$ cat src/rtl/iser_fco_pkg.sv
// Shared types and width helpers for the FCO frame aligner.
package iser_fco_pkg;

  typedef enum logic [1:0] {SEARCH, VERIFY, LOCKED} fco_state_e;

  localparam int FCO_ERR_W = 8;

  function automatic int pos_w(input int din_w);
    return (din_w <= 2) ? 1 : $clog2(din_w);
  endfunction

  // Bits needed to hold the values 0..n inclusive.
  function automatic int cnt_width(input int n);
    return (n <= 1) ? 1 : $clog2(n + 1);
  endfunction

endpackage

$ cat src/rtl/iser_fco_edge_det.sv
// Thermometer decode of the last previous FCO bit plus the newest word:
// finds where the frame clock rises inside the word.
module iser_fco_edge_det
  import iser_fco_pkg::*;
#(
  parameter  int DIN_W = 2,
  localparam int POS_W = pos_w(DIN_W)
) (
  input  logic             d2_lsb,
  input  logic [DIN_W-1:0] d1,
  output logic             hit,
  output logic [POS_W-1:0] pos
);

  // A rise after p bits looks like p zeros followed by ones, with the
  // preceding bit low so a steady-high word is not mistaken for an edge.
  always_comb begin
    hit = 1'b0;
    pos = '0;
    for (int p = 0; p < DIN_W; p++) begin
      if (!d2_lsb && (d1 == ({DIN_W{1'b1}} >> p))) begin
        hit = 1'b1;
        pos = POS_W'(p);
      end
    end
  end

endmodule

$ cat src/rtl/iser_fco_align.sv
// FCO frame aligner: searches for the frame-clock edge, verifies it over
// several frames, then flywheels a frame strobe while tracking bad frames.
module iser_fco_align
  import iser_fco_pkg::*;
#(
  parameter  int DIN_W      = 2,
  parameter  int FRAME_CLKS = 4,
  parameter  int LOCK_CNT   = 4,
  parameter  int MISS_MAX   = 2,
  parameter  int RDY_DLY    = 3,
  localparam int POS_W      = pos_w(DIN_W)
) (
  input  logic                 fco_dclk,
  input  logic                 fco_rst_n,
  input  logic                 fco_dclk_rdy,
  input  logic [DIN_W-1:0]     fco_din,
  input  logic                 fco_resync,
  output logic                 fco_strobe,
  output logic [POS_W-1:0]     fco_position,
  output logic                 fco_ready,
  output logic                 fco_locked,
  output logic [FCO_ERR_W-1:0] fco_err_cnt
);

  localparam int FW = cnt_width(FRAME_CLKS - 1);
  localparam int GW = cnt_width(LOCK_CNT);
  localparam int MW = cnt_width(MISS_MAX);

  localparam logic [FW-1:0] FCNT_WRAP = FW'(FRAME_CLKS - 1);
  localparam logic [GW-1:0] GOOD_LOCK = GW'(LOCK_CNT);
  localparam logic [MW-1:0] MISS_DROP = MW'(MISS_MAX);

  fco_state_e         state;
  logic [RDY_DLY-1:0] rdy_sr;
  logic [DIN_W-1:0]   d1;
  logic               d2_lsb;
  logic [POS_W-1:0]   cand_pos;
  logic [FW-1:0]      fcnt;
  logic [GW-1:0]      good;
  logic [MW-1:0]      miss;
  logic               bad_seen;

  logic               hit;
  logic [POS_W-1:0]   hit_pos;
  logic               ce;
  logic               wrap;
  logic [FW-1:0]      fcnt_nxt;
  logic [GW-1:0]      good_inc;
  logic [MW-1:0]      miss_inc;

  // Only bit 0 of the older word matters to the edge decode.
  iser_fco_edge_det #(.DIN_W(DIN_W)) u_edge_det (
    .d2_lsb (d2_lsb),
    .d1     (d1),
    .hit    (hit),
    .pos    (hit_pos)
  );

  assign ce        = fco_dclk_rdy;
  assign fco_ready = rdy_sr[RDY_DLY-1];
  assign wrap      = (fcnt == FCNT_WRAP);
  assign fcnt_nxt  = wrap ? '0 : fcnt + FW'(1);
  assign good_inc  = good + GW'(1);
  assign miss_inc  = miss + MW'(1);

  // A hit seen mid-frame marks the frame bad; the verdict (and the single
  // error count for that frame) is taken at the wrap cycle.
  always_ff @(posedge fco_dclk or negedge fco_rst_n) begin
    if (!fco_rst_n) begin
      state        <= SEARCH;
      rdy_sr       <= '0;
      d1           <= '0;
      d2_lsb       <= 1'b0;
      cand_pos     <= '0;
      fcnt         <= '0;
      good         <= '0;
      miss         <= '0;
      bad_seen     <= 1'b0;
      fco_strobe   <= 1'b0;
      fco_position <= '0;
      fco_locked   <= 1'b0;
      fco_err_cnt  <= '0;
    end else begin
      fco_strobe <= 1'b0;
      if (ce) begin
        rdy_sr <= (rdy_sr << 1) | RDY_DLY'(1);
        d1     <= fco_din;
        d2_lsb <= d1[0];
        if (fco_resync) begin
          state       <= SEARCH;
          fcnt        <= '0;
          good        <= '0;
          miss        <= '0;
          bad_seen    <= 1'b0;
          fco_err_cnt <= '0;
          fco_locked  <= 1'b0;
        end else if (fco_ready) begin
          case (state)
            SEARCH: begin
              if (hit) begin
                cand_pos <= hit_pos;
                fcnt     <= '0;
                good     <= '0;
                state    <= VERIFY;
              end
            end
            VERIFY: begin
              if (wrap) begin
                fcnt <= '0;
                if (hit && (hit_pos == cand_pos)) begin
                  good <= good_inc;
                  if (good_inc == GOOD_LOCK) begin
                    state        <= LOCKED;
                    fco_position <= cand_pos;
                    fco_locked   <= 1'b1;
                    miss         <= '0;
                    bad_seen     <= 1'b0;
                  end
                end else begin
                  state <= SEARCH;
                end
              end else if (hit) begin
                state <= SEARCH;
              end else begin
                fcnt <= fcnt_nxt;
              end
            end
            LOCKED: begin
              fcnt <= fcnt_nxt;
              if (wrap) begin
                fco_strobe <= 1'b1;
                bad_seen   <= 1'b0;
                if (hit && (hit_pos == fco_position) && !bad_seen) begin
                  miss <= '0;
                end else begin
                  if (fco_err_cnt != '1) fco_err_cnt <= fco_err_cnt + FCO_ERR_W'(1);
                  if (miss_inc == MISS_DROP) begin
                    state      <= SEARCH;
                    fco_locked <= 1'b0;
                    miss       <= '0;
                  end else begin
                    miss <= miss_inc;
                  end
                end
              end else if (hit) begin
                bad_seen <= 1'b1;
              end
            end
            default: state <= SEARCH;
          endcase
        end
      end
    end
  end

endmodule
$ cat config.mk
export PLATFORM = sky130hd
export DESIGN_NAME = iser_fco_align
export DESIGN_NICKNAME = d
export VERILOG_FILES = /design/src/rtl/iser_fco_pkg.sv /design/src/rtl/iser_fco_edge_det.sv /design/src/rtl/iser_fco_align.sv
export SDC_FILE = /design/constraint.sdc
export NUM_CORES = 1
export LEC_CHECK = 0
export CAP_MARGIN = 10
export CORE_MARGIN = 2
export CORE_UTILIZATION = 37
export DETAILED_ROUTE_END_ITERATION = 8
export HOLD_SLACK_MARGIN = 0.02
export PLACE_DENSITY_LB_ADDON = 0.2
export SYNTH_ARGS = -nofsm -noshare
export SYNTH_HDL_FRONTEND = slang
export SYNTH_SLANG_ARGS = --single-unit
$ cat constraint.sdc
create_clock -name fco_dclk -period 2.55 [get_ports fco_dclk]
set_input_delay 0.3825 -clock fco_dclk [delete_from_list [all_inputs] [get_ports fco_dclk]]
set_output_delay 0.3825 -clock fco_dclk [all_outputs]
set_load 0.05 [all_outputs]
Word level (Yosys, flattened, before mapping):

Index checks and enable logic that the tools add are counted.

* bits in registers: 28
* output and inout bits: 12
* word-level logic and storage cells: 127

* add/subtract/negate cells: 4
* eq/ne operators: 22
* multiplexer cells: 63
* bitwise gates (word level): 1
* reduce and logical (&&, ||, !) cells: 24

Operators by type and width (number)
* $mux 8: 6
* $mux 2: 23
* $mux 1: 23
* $ne 3x3->1 const B: 7
* $reduce_and 7->1: 3
* $mux 3: 5
* $ne 4x4->1 const B: 3
* $pmux 2 s3: 2
* $reduce_and 6->1: 2
* $reduce_and 5->1: 2
* $reduce_and 9->1: 1
* $add 8x1->8 const B: 1
* $eq 2x2->1 const B: 4
* $ne 8x8->1 const B: 1
* $reduce_and 8->1: 1
* $reduce_bool 2->1: 4
* $pmux 3 s2: 1
* $reduce_bool 3->1: 2
* $logic_and 1x1->1: 5
* $ne 5x5->1 const B: 1
* $add 2x1->2 const B: 2
* $eq 2x1->1 const B: 2
* $pmux 1 s2: 2
* $pmux 2 s2: 1
* 8 further kinds: 10

Longest topological paths before layout:

Gate-level depths: netlist of run 1.

* depth after elaboration: 11
* mapped depth: 7

Cells and area by module:

A second synthesis of run 1 with hierarchy kept.

* cell total of the unflattened synthesis: 169
* area, all modules: 1725.4 µm²

Modules (own cells, without submodules)
* iser_fco_align: instances 1, cells each 167, area each 1706.6 µm², sequential area each 700.7 µm²
* iser_fco_edge_det: instances 1, cells each 2, area each 18.8 µm², sequential area each 0.0 µm²

Worst setup path after synthesis of run 1:

No wires, ideal clock.

* path type: register to register
* start: register rdy_sr[2]
* end: register fco_err_cnt[0]
* arrival time: 1.872 ns
* data required time: 2.423 ns
* slack: 0.551 ns
* cell stages (with the launch flop): 6
* clock period less this slack: 1.999 ns
* cells stage by stage: dfrtp_1 buf_2 and3_1 o21ai_2 a211oi_2 mux2_1

* word-level cells in the longest chain between the ends: 2

Ends and longest elaborated chain
* start: declaration: line iser_fco_align.sv:34 `logic [RDY_DLY-1:0] rdy_sr;`
* start signal: assignment: line iser_fco_align.sv:86 `rdy_sr <= (rdy_sr << 1) | RDY_DLY'(1);`
* $reduce_bool 2->1 (no line)
* $reduce_and 6->1 (no line)
* end signal: assignment: line iser_fco_align.sv:136 `if (fco_err_cnt != '1) fco_err_cnt <= fco_err_cnt + FCO_ERR_W'(1);`
* end: declaration: line iser_fco_align.sv:22 `output logic [FCO_ERR_W-1:0] fco_err_cnt`

No other way between the ends.
A chain may end at the register's enable or synchronous reset.

Worst setup path in the final report of run 1:

* start: register rdy_sr[2]
* end: output fco_ready

RTL lines
* end: declaration: line iser_fco_align.sv:20 `output logic fco_ready,`

No word-level cell between the ends.

==> flow_metrics.tcl, run 1 <==
set metrics [dict create \
    worstPathMaxFanout 10 \
    largest_net_degree_at_the_start_of_global_routing 29 \
    share_comb_of_total_power 0.336 \
    start_kind "register" \
    power.switching_fraction 0.371 \
    floorplan.rows 24 \
    inserted_clock_buffers 3 \
    io_port_bufs 17 \
    drc_errors 0 \
    num_antenna_cells 0 \
    cp_max_stage_cell "sky130_fd_sc_hd__clkdlybuf4s50_1" \
    synth-main-ff-cell "sky130_fd_sc_hd__dfrtp_1" \
    syn_nets 190 \
    number_of_antenna_violations_at_the_first_check_in_global_routing 0 \
    post_dp_cell_area_sq_um 1960 \
    synthesis.yosys.warnings 0 \
    utilization 0.455 \
    rsz_0062_raised_after_global_routing "false" \
    die-area_sq_um 5160 \
    skew_ns 0.00542 \
    core_region_area_sq_um 4380 \
    firstDrtPassIters 4 \
    gp_routability_congestion 0.826 \
    postCtsSetupBuffers 0 \
    post-synth-top-area-cell "sky130_fd_sc_hd__dfrtp_1" \
    worst-endpoint-required_ns 2.17 \
    avgRoutedWirePerCell_um 15.1 \
    largest_stage_delay_on_the_critical_path_ns 0.87 \
    postRouteWirelength_mm 3.75 \
    cts-resized-gates 0 \
    worst-path-buf-inv 1 \
    power-per-cell-area_nw_per_um2 602 \
    finalMaxSlewViolations 0 \
    internal-power_mw 0.757 \
    yosys_register_bits 28 \
    yosysSeqAreaShare 0.412 \
    worstSetupPathType "register to output pin" \
    ant_nets 0 \
    placed_cells_incl_taps 245 \
    post_route_cells_drive_above_1_share 0.128 \
    final_worst_hold_slack_ns 0.468 \
    synth.most_common_cell "sky130_fd_sc_hd__dfrtp_1" \
    vias 1424 \
    clk_root_buffer_cell "sky130_fd_sc_hd__clkbuf_8" \
    fp.dieH_um 71.8 \
    cts_num_sinks 28 \
    critical-path-top-delay-family "buffers and inverters" \
    worst_ep_arrival_time_ns 1.67 \
    fin_setup_tns_ns 0 \
    syn-mean-instance-area_sq_um 9.67 \
    drv.max_cap_violation_count 0 \
    final-instance-count-excl-fill 248 \
    htree_num_levels 1 \
    crit_path_setup_slack_layout_ns 0.498 \
    total_power_mw 1.20 \
    synth_top_cell_area_share 0.412 \
    final_net_count 212 \
    count_of_endpoints_failing_hold_in_the_final_timing_report 0 \
    setup_viol 0 \
    synth.top_cells.by_count "28 x sky130_fd_sc_hd__dfrtp_1, 16 x sky130_fd_sc_hd__nor2_1, 14 x sky130_fd_sc_hd__nand2_1" \
    fin_area_sq_um 2000 \
    cts-root-to-sink-buffers 2 \
    gr-usage-all-layers 0.163 \
    detail_route.iter0.violations 69 \
    outcome "completed" \
    floorplan.die.width_um 71.8 \
    pre_cts_slack_ns 0.421 \
    vias_in_the_first_global_route 1418 \
    clock_tree_from_tritoncts "yes" \
    synthCells 176 \
    period_share 0.805 \
    power_switching_mw 0.446 \
    worst_skew_pair.late_latency_ns 0.27 \
    crit_path_end_kind "output pin" \
    critical_path.cell_chain "clkdlybuf4s50_1" \
    ys_async_sr_fraction 1.00 \
    ir_drop_mv 0.274 \
    cts.clk_slew.worst_paths_ns 0.09 \
    hold_path.class "primary input to asynchronous set/reset pin" \
    clockPowerShare 0.199 \
    flow.area_growth_from_synthesis_pct 17.4 \
    grt.overflow.total 0 \
    static_leakage_nw 0.838 \
    num_io_pins 18 \
    ys_top_cells_by_area "sky130_fd_sc_hd__dfrtp_1 41%, sky130_fd_sc_hd__ha_1 5.9%, sky130_fd_sc_hd__mux2_2 5.3%, sky130_fd_sc_hd__nor2_1 3.5%, sky130_fd_sc_hd__nand2_1 3.1%" \
    fmax_mhz 487 \
    synth_enable_flop_cells 0 \
    max_slew.worst_pin.slew_ns 0.498 \
    cts_hold_buffers 0 \
    syn-cell-area_sq_um 1700 \
    first_pass_grt_wire_length_mm 6.64 \
    detailed_place_hpwl_mm 2.80 \
    sequentialPowerShare 0.465 \
    timing.slew.headroom 0.665 \
    initial_core_util 0.388 \
    min_period_ns 2.05 \
    ys_types 48 \
    vias_per_cell 5.74 \
]
## cell usage in the layout (no fill, tap or decap), types with 2 or more instances in the layout
cell type | netlist | layout
sky130_fd_sc_hd__inv_1 | 9 | 9
sky130_fd_sc_hd__mux2_2 | 8 | 8
sky130_fd_sc_hd__and4b_1 | 2 | 2
sky130_fd_sc_hd__buf_4 | 0 | 6
sky130_fd_sc_hd__ha_1 | 8 | 8
sky130_fd_sc_hd__a22o_1 | 2 | 2
sky130_fd_sc_hd__clkbuf_8 | 0 | 3
sky130_fd_sc_hd__a31oi_1 | 2 | 2
sky130_fd_sc_hd__nor2b_1 | 7 | 7
sky130_fd_sc_hd__a221o_1 | 4 | 4
sky130_fd_sc_hd__nor3b_1 | 3 | 3
sky130_fd_sc_hd__dfrtp_1 | 28 | 28
sky130_fd_sc_hd__a21oi_1 | 7 | 7
sky130_fd_sc_hd__mux2i_1 | 2 | 2
sky130_fd_sc_hd__nor3_1 | 6 | 6
sky130_fd_sc_hd__o21ai_0 | 9 | 9
sky130_fd_sc_hd__xor2_1 | 2 | 2
sky130_fd_sc_hd__nor4_1 | 4 | 4
sky130_fd_sc_hd__and3_1 | 2 | 2
sky130_fd_sc_hd__nand4_1 | 3 | 3
sky130_fd_sc_hd__nand3_1 | 4 | 4
sky130_fd_sc_hd__nand2b_1 | 4 | 4
sky130_fd_sc_hd__a211oi_1 | 2 | 2
sky130_fd_sc_hd__clkdlybuf4s50_1 | 0 | 17
sky130_fd_sc_hd__nor2_1 | 16 | 16
sky130_fd_sc_hd__nand2_1 | 14 | 14
## flip-flops by register name, indices dropped and copies added, names as in the netlist
name	flops
fcnt	2
fco_strobe	1
d1	2
state	2
fco_err_cnt	8
d2_lsb	1
good	3
fco_position	1
cand_pos	1
rdy_sr	3
fco_locked	1
bad_seen	1
miss	2
## routing by layer
metal / global-route usage / vias up / routed length (um)
met4: 0.0734 / 0 / 94
met5: 0 / - / 0
met1: 0.201 / 679 / 1620
met3: 0.0436 / 11 / 230
met2: 0.267 / 44 / 1810
li1: - / 690 / -
## cell type report
type	count	area, sq um
timing repair buffer	23	215
tap	52	65.1
multi-input combinational	133	941
sequential	28	701
clock buffer	3	41.3
fill	418	2390
inverter	9	33.8
## logic make-up after synthesis
| kind of cell | after synthesis | synth area share |
|---|---|---|
| simple gates | 71 | 0.230 |
| compound gates | 40 | 0.173 |
| flops | 28 | 0.412 |
| buf+inv | 15 | 0.0353 |
| mux | 11 | 0.0713 |
| fa+ha+maj | 8 | 0.0588 |
| xor+xnor | 3 | 0.0199 |
## final timing paths
check | depth (start not counted) | start | end | slack (ns)
worst max-delay path | 1 | rdy_sr[2] | fco_ready | 0.50
worst min-delay path | 2 | fco_rst_n | fco_err_cnt[6] | 0.47
worst max register to register | 6 | state[0] | fco_err_cnt[0] | 0.50
worst min register to register | 1 | rdy_sr[0] | rdy_sr[0] | 0.47
max in group asynchronous | 2 | fco_rst_n | good[0] | 1.81
min in group fco_dclk | 1 | rdy_sr[0] | rdy_sr[0] | 0.47
## power by group through the flow
| stage | clock network [mW] | logic (mW) | registers [mW] |
|---|---|---|---|
| CTS | 0.253 | 0.408 | 0.559 |
| floorplan | 0 | 0.177 | 0.660 |
| detailed placement | 0 | 0.407 | 0.568 |
| global route | 0.272 | 0.441 | 0.572 |
| finish | 0.239 | 0.404 | 0.560 |
| global placement | 0 | 0.400 | 0.565 |
Power figures use the tool's default switching activity.
==> inputs of run 2 (changes only) <==
==> constraint.sdc (replaced) <==
create_clock -name fco_dclk -period 2.1 [get_ports fco_dclk]
set_input_delay 0.315 -clock fco_dclk [delete_from_list [all_inputs] [get_ports fco_dclk]]
set_output_delay 0.315 -clock fco_dclk [all_outputs]
set_load 0.05 [all_outputs]
==> flow_metrics.tcl, run 2 (synthesis gave the netlist of run 1 again) <==
set metrics [dict create \
    clockPowerShare 0.262 \
    finalMaxSlewViolations 0 \
    initial_core_util 0.388 \
    cts.clk_slew.worst_paths_ns 0.10 \
    ir_drop_mv 0.294 \
    largest_net_degree_at_the_start_of_global_routing 29 \
    core_region_area_sq_um 4380 \
    largest_stage_delay_on_the_critical_path_ns 0.86 \
    gp_routability_congestion 0.854 \
    detailed_place_hpwl_mm 2.85 \
    final_cell_mix "28 x sky130_fd_sc_hd__dfrtp_1, 17 x sky130_fd_sc_hd__clkdlybuf4s50_1, 16 x sky130_fd_sc_hd__nor2_1" \
    share_comb_of_total_power 0.315 \
    critical_path.cell_chain "clkdlybuf4s50_1" \
    htree_num_levels 1 \
    cts_num_sinks 28 \
    fmax_mhz 507 \
    inserted_clock_buffers 3 \
    fin_setup_tns_ns 0 \
    gr-usage-all-layers 0.163 \
    vias_per_cell 5.69 \
    final.fill_count 437 \
    max_slew.worst_pin.slew_ns 0.495 \
    top_register "fco_err_cnt" \
    total_power_mw 1.60 \
    firstDrtPassIters 4 \
    clk_root_buffer_cell "sky130_fd_sc_hd__clkbuf_8" \
    worst-endpoint-required_ns 1.78 \
    worst-path-buf-inv 1 \
    worstPathMaxFanout 10 \
    postRouteWirelength_mm 3.75 \
    die-area_sq_um 5160 \
    worst_ep_arrival_time_ns 1.66 \
    postCtsSetupBuffers 0 \
    ant_nets 0 \
    io_port_bufs 17 \
    hold_path.class "primary input to asynchronous set/reset pin" \
    num_antenna_cells 0 \
    min_period_ns 1.97 \
    setup_viol 0 \
    worstSetupPathType "register to output pin" \
    drv.max_cap_violation_count 0 \
    power.switching_fraction 0.342 \
    avgRoutedWirePerCell_um 14.8 \
    rsz_0062_raised_after_global_routing "false" \
    skew_ns 0.00639 \
    final_net_count 216 \
    cts_hold_buffers 0 \
    grt.overflow.total 0 \
    first_pass_grt_wire_length_mm 6.71 \
    sequentialPowerShare 0.423 \
    floorplan.rows 24 \
    mostFrequentLayoutCell "sky130_fd_sc_hd__dfrtp_1" \
    r2r_setup_slack_ns 0.18 \
    clock_tree_from_tritoncts "yes" \
    largest_reg_flops 8 \
    fp.dieH_um 71.8 \
    outcome "completed" \
    cp_max_stage_cell "sky130_fd_sc_hd__clkdlybuf4s50_1" \
    internal-power_mw 1.05 \
    post_route_cells_drive_above_1_share 0.159 \
    flow.area_growth_from_synthesis_pct 21.3 \
    power-per-cell-area_nw_per_um2 777 \
    detail_route.iter0.violations 65 \
    start_kind "register" \
    largestRegisters "fco_err_cnt: 8 flops, good: 3 flops, rdy_sr: 3 flops" \
    power_switching_mw 0.549 \
    count_of_endpoints_failing_hold_in_the_final_timing_report 0 \
    pre_cts_slack_ns 0.0869 \
    static_leakage_nw 0.872 \
    cts-root-to-sink-buffers 2 \
    vias_in_the_first_global_route 1442 \
    floorplan.die.width_um 71.8 \
    cts-resized-gates 0 \
    timing.slew.headroom 0.669 \
    worst_skew_pair.late_latency_ns 0.27 \
    num_io_pins 18 \
    vias 1439 \
    number_of_antenna_violations_at_the_first_check_in_global_routing 0 \
    critical-path-top-delay-family "buffers and inverters" \
    period_share 0.938 \
    drc_errors 0 \
    crit_path_setup_slack_layout_ns 0.129 \
    crit_path_end_kind "output pin" \
]
-- run 2: final cells by class --
type / instances / area (sq um) / area share
flip-flops and latches: 28 / 701 / 0.339
well taps: 52 / 65.1 / 0.0315
clock buffers: 3 / 41.3 / 0.0200
inverters: 9 / 33.8 / 0.0164
repair buffers: 27 / 245 / 0.119
multi-input cells: 133 / 948 / 0.459
clock inverters: 1 / 30.0 / 0.0145
-- run 2: final timing paths --
path	from	to	cells past startpoint
worst min register to register	rdy_sr[0]	rdy_sr[0]	1
worst max-delay path	rdy_sr[2]	fco_ready	1
worst min-delay path	fco_rst_n	fco_err_cnt[1]	2
max in group asynchronous	fco_rst_n	fco_position	2
worst max register to register	fcnt[0]	fco_err_cnt[0]	5
min in group fco_dclk	rdy_sr[0]	rdy_sr[0]	1
-- run 2: through the flow --
stage               instances  utilization  cell area (sq um)  hold WS [ns]
floorplan                 176            -               1700        0.0194
global placement          249        0.453               1990         0.443
detailed placement        249        0.453               1990         0.446
CTS                       253        0.469               2060         0.427
global route              253        0.471               2060         0.442
finish                    253        0.471               2060         0.412
-- run 2: layer usage --
metal / GRT usage / wire (um)
met1: 0.207 / 1710
met2: 0.280 / 1790
met3: 0.0281 / 181
met4: 0.0545 / 59
met5: 0 / 0
-- run 2: power by group through the flow --
| stage | clock network, mW | logic [mW] | registers [mW] |
|---|---|---|---|
| after floorplan | 0 | 0.215 | 0.801 |
| after global placement | 0 | 0.494 | 0.683 |
| after detailed placement | 0 | 0.500 | 0.690 |
| after CTS | 0.437 | 0.502 | 0.679 |
| after global routing | 0.464 | 0.551 | 0.694 |
| final | 0.420 | 0.505 | 0.678 |
==> inputs of run 3 (changes only) <==
--- a/config.mk
+++ b/config.mk
@@ -6,7 +6,7 @@
 export NUM_CORES = 1
 export LEC_CHECK = 0
 export CAP_MARGIN = 10
-export CORE_MARGIN = 2
+export CORE_MARGIN = 4
 export CORE_UTILIZATION = 37
 export DETAILED_ROUTE_END_ITERATION = 8
 export HOLD_SLACK_MARGIN = 0.02
==> flow_metrics.tcl, run 3 (synthesis gave the netlist of run 1 again) <==
set metrics [dict create \
    cts.clk_slew.worst_paths_ns 0.11 \
    grt.overflow.total 0 \
    rsz_0062_raised_after_global_routing "false" \
    pre_cts_slack_ns -0.0189 \
    postRouteWirelength_mm 3.85 \
    worstPathMaxFanout 10 \
    top_register "fco_err_cnt" \
    inserted_clock_buffers 3 \
    vias_in_the_first_global_route 1409 \
    gr-usage-all-layers 0.152 \
    start_kind "register" \
    worst-endpoint-required_ns 1.78 \
    cts_hold_buffers 0 \
    max_slew.worst_pin.slew_ns 0.506 \
    outcome "completed" \
    vias 1459 \
    final.fill_count 403 \
    firstDrtPassIters 4 \
    floorplan.die.width_um 75.8 \
    fin_setup_tns_ns 0 \
    static_leakage_nw 0.872 \
    drv.max_cap_violation_count 0 \
    initial_core_util 0.385 \
    num_io_pins 18 \
    largestRegisters "fco_err_cnt: 8 flops, good: 3 flops, rdy_sr: 3 flops" \
    placed_cells_incl_taps 249 \
    timing.slew.headroom 0.662 \
    post_dp_cell_area_sq_um 1990 \
    clk_root_buffer_cell "sky130_fd_sc_hd__clkbuf_8" \
    cts-root-to-sink-buffers 2 \
    setup_viol 0 \
    final-instance-count-excl-fill 253 \
    flow.area_growth_from_synthesis_pct 21.5 \
    htree_num_levels 1 \
    post_route_cells_drive_above_1_share 0.154 \
    mostFrequentLayoutCell "sky130_fd_sc_hd__dfrtp_1" \
    utilization 0.468 \
    floorplan.rows 24 \
    drc_errors 0 \
    min_period_ns 2.00 \
    die-area_sq_um 5750 \
    total_area_of_multi_input_combinational_cells_sq_um 951 \
    avgRoutedWirePerCell_um 15.2 \
    layout.area.seq_sq_um 701 \
    first_pass_grt_wire_length_mm 6.69 \
    cts_num_sinks 28 \
    skew_ns 0.0133 \
    number_of_antenna_violations_at_the_first_check_in_global_routing 0 \
    num_antenna_cells 0 \
    worst_ep_arrival_time_ns 1.68 \
    final_net_count 216 \
    count_of_endpoints_failing_hold_in_the_final_timing_report 0 \
    power-per-cell-area_nw_per_um2 785 \
    clock_tree_from_tritoncts "yes" \
    critical_path.cell_chain "clkdlybuf4s50_1" \
    largest_stage_delay_on_the_critical_path_ns 0.87 \
    worst-path-buf-inv 1 \
    fmax_mhz 500 \
    fp.dieH_um 75.8 \
    total_power_mw 1.62 \
    worstRegToRegCells 7 \
    crit_path_setup_slack_layout_ns 0.101 \
    crit_path_end_kind "output pin" \
    detailed_place_hpwl_mm 2.90 \
    detail_route.iter0.violations 50 \
    largest_net_degree_at_the_start_of_global_routing 29 \
    vias_per_cell 5.77 \
    hold_path.class "primary input to asynchronous set/reset pin" \
    cp_max_stage_cell "sky130_fd_sc_hd__clkdlybuf4s50_1" \
    core_region_area_sq_um 4410 \
    largest_reg_flops 8 \
    worst_skew_pair.late_latency_ns 0.29 \
    period_share 0.952 \
    cp.depth 1 \
    finalMaxSlewViolations 0 \
    worstSetupPathType "register to output pin" \
    final_cell_mix "28 x sky130_fd_sc_hd__dfrtp_1, 17 x sky130_fd_sc_hd__clkdlybuf4s50_1, 16 x sky130_fd_sc_hd__nor2_1" \
    critical-path-top-delay-family "buffers and inverters" \
    ant_nets 0 \
    ir_drop_mv 0.302 \
    final_worst_hold_slack_ns 0.389 \
    gp_routability_congestion 0.858 \
    io_port_bufs 17 \
    fin_area_sq_um 2070 \
]
==> run 3: cell counts in the layout (fill, tap and decap cells not counted) <==
No cell type changed its count.
==> run 3: path summary, 6_finish.rpt <==
kind | start | slack, ns | to
min in group fco_dclk | rdy_sr[0] | 0.48 | rdy_sr[0]
max in group asynchronous | fco_rst_n | 1.44 | cand_pos
worst min-delay path | fco_rst_n | 0.39 | fco_err_cnt[3]
worst max-delay path | rdy_sr[2] | 0.10 | fco_ready
worst max register to register | state[0] | 0.17 | fcnt[0]
worst min register to register | rdy_sr[0] | 0.48 | rdy_sr[0]
==> run 3: layer usage <==
layer | global-route usage | vias to the layer above | part of all wire
met4 | 0.0485 | 0 | 0.013
met2 | 0.245 | 27 | 0.48
met1 | 0.208 | 729 | 0.47
met5 | 0 | - | 0
met3 | 0.0224 | 5 | 0.036
li1 | - | 698 | -
==> run 3: area by class of cell <==
cell class,instances,share of cell area
inverters,9,0.0163
flip-flops and latches,28,0.339
clock inverters,1,0.0145
repair buffers,27,0.119
well taps,52,0.0315
multi-input cells,133,0.460
clock buffers,3,0.0200
==> run 3: what timing repair did <==
action	CTS	global route
setup buffers	0	0
gates resized for setup	0	2
setup endpoints to repair	0	2
==> run 3: power by group <==
group          switching (mW)  leakage (nW)  internal (mW)
clock                   0.178        0.0357          0.256
sequential             0.0774         0.351          0.602
combinational           0.312         0.485          0.198
==> RTL change 1: new RTL, flow settings as in run 1 <==
Register the output `fco_err_cnt` once more, cleared by the reset; this adds one clock of latency there. The other outputs are not delayed to match.
--- a/src/rtl/iser_fco_align.sv
+++ b/src/rtl/iser_fco_align.sv
@@ -29,6 +29,8 @@
   localparam logic [FW-1:0] FCNT_WRAP = FW'(FRAME_CLKS - 1);
   localparam logic [GW-1:0] GOOD_LOCK = GW'(LOCK_CNT);
   localparam logic [MW-1:0] MISS_DROP = MW'(MISS_MAX);
+
+  logic [FCO_ERR_W-1:0] fco_err_cnt_s0;
 
   fco_state_e         state;
   logic [RDY_DLY-1:0] rdy_sr;
@@ -79,7 +81,7 @@
       fco_strobe   <= 1'b0;
       fco_position <= '0;
       fco_locked   <= 1'b0;
-      fco_err_cnt  <= '0;
+      fco_err_cnt_s0 <= '0;
     end else begin
       fco_strobe <= 1'b0;
       if (ce) begin
@@ -92,7 +94,7 @@
           good        <= '0;
           miss        <= '0;
           bad_seen    <= 1'b0;
-          fco_err_cnt <= '0;
+          fco_err_cnt_s0 <= '0;
           fco_locked  <= 1'b0;
         end else if (fco_ready) begin
           case (state)
@@ -133,7 +135,7 @@
                 if (hit && (hit_pos == fco_position) && !bad_seen) begin
                   miss <= '0;
                 end else begin
-                  if (fco_err_cnt != '1) fco_err_cnt <= fco_err_cnt + FCO_ERR_W'(1);
+                  if (fco_err_cnt_s0 != '1) fco_err_cnt_s0 <= fco_err_cnt_s0 + FCO_ERR_W'(1);
                   if (miss_inc == MISS_DROP) begin
                     state      <= SEARCH;
                     fco_locked <= 1'b0;
@@ -153,4 +155,12 @@
     end
   end
 
+  always_ff @(posedge fco_dclk or negedge fco_rst_n) begin
+    if (!fco_rst_n) begin
+      fco_err_cnt <= '0;
+    end else begin
+      fco_err_cnt <= fco_err_cnt_s0;
+    end
+  end
+
 endmodule
Formal check against the unedited RTL: no difference found for any inputs over 10 cycles, from zero or initial values and one cycle with fco_rst_n low; that may be too few to reach the edited logic, so the function may still have changed.
==> RTL change 1 against run 1 <==
Global-route usage is 1.2 points lower; setup slack worse by 0.086 ns; cell area is 7.8% higher; largest cell class is now flip-flops and latches; area after synthesis is 5.6% higher; die area is 5.3% higher; power is 24% higher; routed wire length is 6.2% lower; sequential cell count is 8 higher; core utilization is 0.32 points higher; non-clock buffer count is 1 lower.
==> RTL change 1: results (changes against run 1) <==
logic_synthesis:
  post_synthesis_async_set_or_reset_flop_share_pct: 100  # unchanged
  synth_commonest_cells: "sky130_fd_sc_hd__dfrtp_1, sky130_fd_sc_hd__inv_1, sky130_fd_sc_hd__nand2_1"
  yosys.area.top_type_share_pct: 50.1  # +9.0 points
  synthesis.yosys.warnings: 0  # unchanged
  yosysUniqueCellTypes: 49  # +2.1%
  top_reg_cell_synth: "sky130_fd_sc_hd__dfrtp_1"
  yosys-top-cells-area: "sky130_fd_sc_hd__dfrtp_1, sky130_fd_sc_hd__ha_1, sky130_fd_sc_hd__mux2_2"
  net_count_synth: 182  # -4.2%
  yosysSeqAreaShare_pct: 50.1  # +9.0 points
min_path:
  worst_hold_path_type: "register to register"
  min_from: "fco_err_cnt_s0[6]"
power_and_ir_drop:
  peakVddDrop_v: 0.000321  # +17%
  power.switching_fraction_pct: 32.1  # -5.0 points
  cell_area_power_density_mw_per_mm2: 691  # +15%
  leakage_nw: 0.943  # +13%
detailed_routing:
  wirelength_microns: 3520  # -6.2%
  drt_first_pass_iters: 4  # unchanged
  initialDrtViolationCount: 81  # +17%
  drt-vias-per-instance: 5.49  # -4.4%
cts:
  post-cts-setup-buffers: 0  # unchanged
  clockBufferDepth: 2  # unchanged
  cts.clk_slew.worst_paths_ns: 0.07  # -0.02 ns
  clock_latency_on_the_worst_skew_pair_ns: 0.29  # +0.02 ns
  clockRootBuffer: "sky130_fd_sc_hd__clkbuf_8"
  ctsResizeCount: 0  # unchanged
  clock_tree.htree_level_count: 2  # +1
  tritoncts.num_buffers: 5  # +2
worst_setup_path:
  cpPeakStageDelay_ns: 0.38  # -0.49 ns
  worst_path_dominant_cell_family: "simple AND/OR/NAND/NOR gates"
  timing_worst_setup_path_type: "register to register"
  reg2reg_slack_ns: 0.41  # -0.09 ns
  crit_arrival_ns: 2.29  # +0.62 ns
  worstReg2RegStart: "state[1]"
  cpMaxStageDelayCell: "sky130_fd_sc_hd__dfrtp_1"
  path_max_fanout: 7  # -3
placed_design:
  placement.io_buffers: 17  # unchanged
  place_congestion: 0.847  # +2.5%
  detailed_place.area_sq_mm: 0.00206  # +5.1%
  place.detailed.hpwl_microns: 2570  # -8.3%
final_layout:
  insertedDiodeCount: 0  # unchanged
  fillCellCount: 446  # +6.7%
  drive_gt1_share_pct: 14.0  # +1.2 points
  finalNetCount: 207  # -2.4%
  reg_top3: "fco_err_cnt x8, fco_err_cnt_s0 x8"
global_route:
  grt_first_pass_wirelength_microns: 6260  # -5.8%
  grt_max_degree: 37  # +28%
  vias_in_the_first_global_route: 1355  # -4.4%
  number_of_antenna_violations_at_the_first_check_in_global_routing: 0  # unchanged
  grt.total_usage_pct: 15.1  # -1.2 points
timing:
  final-hold-violation-count: 0  # unchanged
  fin_skew_ns: 0.00692  # +0.00150 ns
  whs_ns: 0.413  # -0.0546 ns
  worstMarginPinSlew_ns: 0.512  # +0.0138 ns
status:
  run_status: "completed"
[RTL change 1: final timing paths]
path	end	depth (start not counted)
max in group asynchronous	good[0]	2
hold / removal	fco_err_cnt[6]	0
hold reg to reg	fco_err_cnt[6]	0
min in group asynchronous	miss[0]	2
setup reg to reg	fco_locked	7
setup / recovery	fco_locked	7
[RTL change 1: final cells by class]
| type | count | share of cell area, % |
|---|---|---|
| repair buffers | 22 | 9.65 |
| flip-flops and latches | 36 | 41.9 |
| multi-input cells | 113 | 38.3 |
| well taps | 54 | 3.14 |
| clock buffers | 7 | 4.48 |
| inverters | 15 | 2.62 |
[RTL change 1: per-stage QoR]
step / setup slack (ns) / total power [mW] / std cells
floorplan: 0.655 / 0.943 / 168
global placement: 0.382 / 1.05 / 240
detailed placement: 0.357 / 1.06 / 240
CTS: 0.400 / 1.50 / 247
global route: 0.206 / 1.57 / 247
finish: 0.412 / 1.49 / 247
[RTL change 1: cells by family (layout without fill, tap and decap cells)]
family	count (synthesis)	after routing	synth area share, %
buffers and inverters	19	44	4.04
DFF	36	36	50.1
adders and majority gates	8	8	5.57
and+or+nand+nor	50	50	16.2
muxes	9	9	5.57
AOI/OAI and AO/OA	43	43	17.1
xor gates and xnor gates	3	3	1.46
[RTL change 1: layer usage]
layer	routed length [microns]	global-route usage, %	up-vias	part of all wire, %
met5	0	0	-	0
met4	42	6.06	0	1.2
met3	112	4.80	4	3.2
met2	1750	25.1	21	50
met1	1610	18.0	669	46
li1	-	-	662	-
[RTL change 1: power groups by stage]
stage          registers [mW]  logic (mW)  clock network [mW]
2_1_floorplan           0.751       0.193                   0
3_3_place_gp            0.696       0.355                   0
3_5_place_dp            0.698       0.363                   0
4_1_cts                 0.687       0.363               0.453
5_1_grt                 0.697       0.399               0.475
6_report                0.686       0.364               0.437
==> RTL change 2: new RTL, config.mk and constraints of run 1 <==
Without the edit above. Set the parameter `MISS_MAX` to 1 (it was 2).
--- a/src/rtl/iser_fco_align.sv
+++ b/src/rtl/iser_fco_align.sv
@@ -6,7 +6,7 @@
   parameter  int DIN_W      = 2,
   parameter  int FRAME_CLKS = 4,
   parameter  int LOCK_CNT   = 4,
-  parameter  int MISS_MAX   = 2,
+  parameter  int MISS_MAX   = 1,
   parameter  int RDY_DLY    = 3,
   localparam int POS_W      = pos_w(DIN_W)
 ) (
Behaviour: same outputs for any inputs over 10 cycles, from zero or initial values and one cycle with fco_rst_n low; that may be too few to reach the edited logic, so the function may still have changed.
==> RTL change 2 against run 1 <==
Sequential share of layout area shrank 0.56 points; core utilization up 1.2 points; critical path depth rose by 5; clock power rose by 14%; routed wire length decreased by 7.3%; setup slack lost 0.18 ns; area after synthesis fell by 7.7%; cell area fell by 5.6%; power increased by 12%; die area down 7.3%; sequential cell count is 2 lower; critical endpoint is now bad_seen; largest power group unchanged.
==> RTL change 2: results (changes against run 1) <==
status:
  run_status: "completed"
logic_synthesis:
  net_count_synth: 162  # -15%
  yosysSeqAreaShare_pct: 41.4  # +0.26 points
  synth_commonest_cells: "sky130_fd_sc_hd__dfrtp_1, sky130_fd_sc_hd__mux2_2, sky130_fd_sc_hd__a31oi_1"
  postSynthAreaPerCell_sq_um: 10.5  # +9.0%
global_route:
  vias_in_the_first_global_route: 1303  # -8.1%
detailed_routing:
  met2_length_microns: 1610  # -11%
  routed_metal_1_wire_length_microns: 1650  # +1.7%
  met3RoutedLength_microns: 143  # -38%
  initialDrtViolationCount: 61  # -12%
  wirelength_microns: 3480  # -7.3%
final_layout:
  drive_gt1_share_pct: 19.2  # +6.4 points
placed_design:
  place.detailed.hpwl_microns: 2510  # -11%
  post-place-ws_ns: 0.339  # -0.0818 ns
  place_congestion: 0.838  # +1.5%
  detailed_place.area_sq_mm: 0.00183  # -6.5%
worst_setup_path:
  worstReg2RegStart: "state[1]"
  cpMaxStageDelayCell: "sky130_fd_sc_hd__a2111oi_0"
  path_max_fanout: 11  # +1
  cpPeakStageDelay_ns: 0.51  # -0.36 ns
  crit-reg2reg-capture: "bad_seen"
timing:
  fin_skew_ns: 0.0105  # +0.00508 ns
  whs_ns: 0.466  # -0.00161 ns
power_and_ir_drop:
  leakage_nw: 0.824  # -1.7%
  peakVddDrop_v: 0.000436  # +59%
-- RTL change 2: worst max-delay path by stage --
stage | startpoint | to | slack (ns)
after global placement | fco_resync | fcnt[1] | 0.39
after CTS | state[1] | good[0] | 0.39
after detailed placement | fco_resync | fcnt[0] | 0.34
after floorplan | fco_err_cnt[0] | fco_err_cnt[0] | 0.49
after global routing | state[1] | fco_locked | 0.19
final | state[1] | bad_seen | 0.32
-- RTL change 2: kinds of logic after synthesis --
logic type | synth area share (%)
compound gates | 20.9
buf+inv | 4.06
xor+xnor | 1.67
flops | 41.4
mux | 9.72
fa+ha+maj | 5.58
simple gates | 16.7
-- RTL change 2: area by class of cell --
type                            count  area, sq um
Inverter                            8         30.0
Multi-Input combinational cell    109          856
Fill cell                         384         2140
Sequential cell                    26          651
Clock buffer                        4         55.1
Tap cell                           50         62.6
Timing Repair Buffer               25          230
-- RTL change 2: worst reg2reg max path, cell delays in order, from the launching register on --
cell,delay (ns)
sky130_fd_sc_hd__dfrtp_1,0.40
sky130_fd_sc_hd__inv_1,0.10
sky130_fd_sc_hd__ha_1,0.42
sky130_fd_sc_hd__and3b_1,0.31
sky130_fd_sc_hd__nand4b_1,0.20
sky130_fd_sc_hd__a2111oi_0,0.51
sky130_fd_sc_hd__o32a_2,0.24
-- RTL change 2: power breakdown --
part           switching (mW)  internal, mW
Sequential             0.0777         0.480
Clock                   0.134         0.138
Combinational           0.303         0.211
-- RTL change 2: per-layer routing --
layer / global-route usage, % / vias to the layer above
li1: - / 605
met1: 19.9 / 655
met2: 23.6 / 41
met3: 2.19 / 9
met4: 6.97 / 0
met5: 0 / -
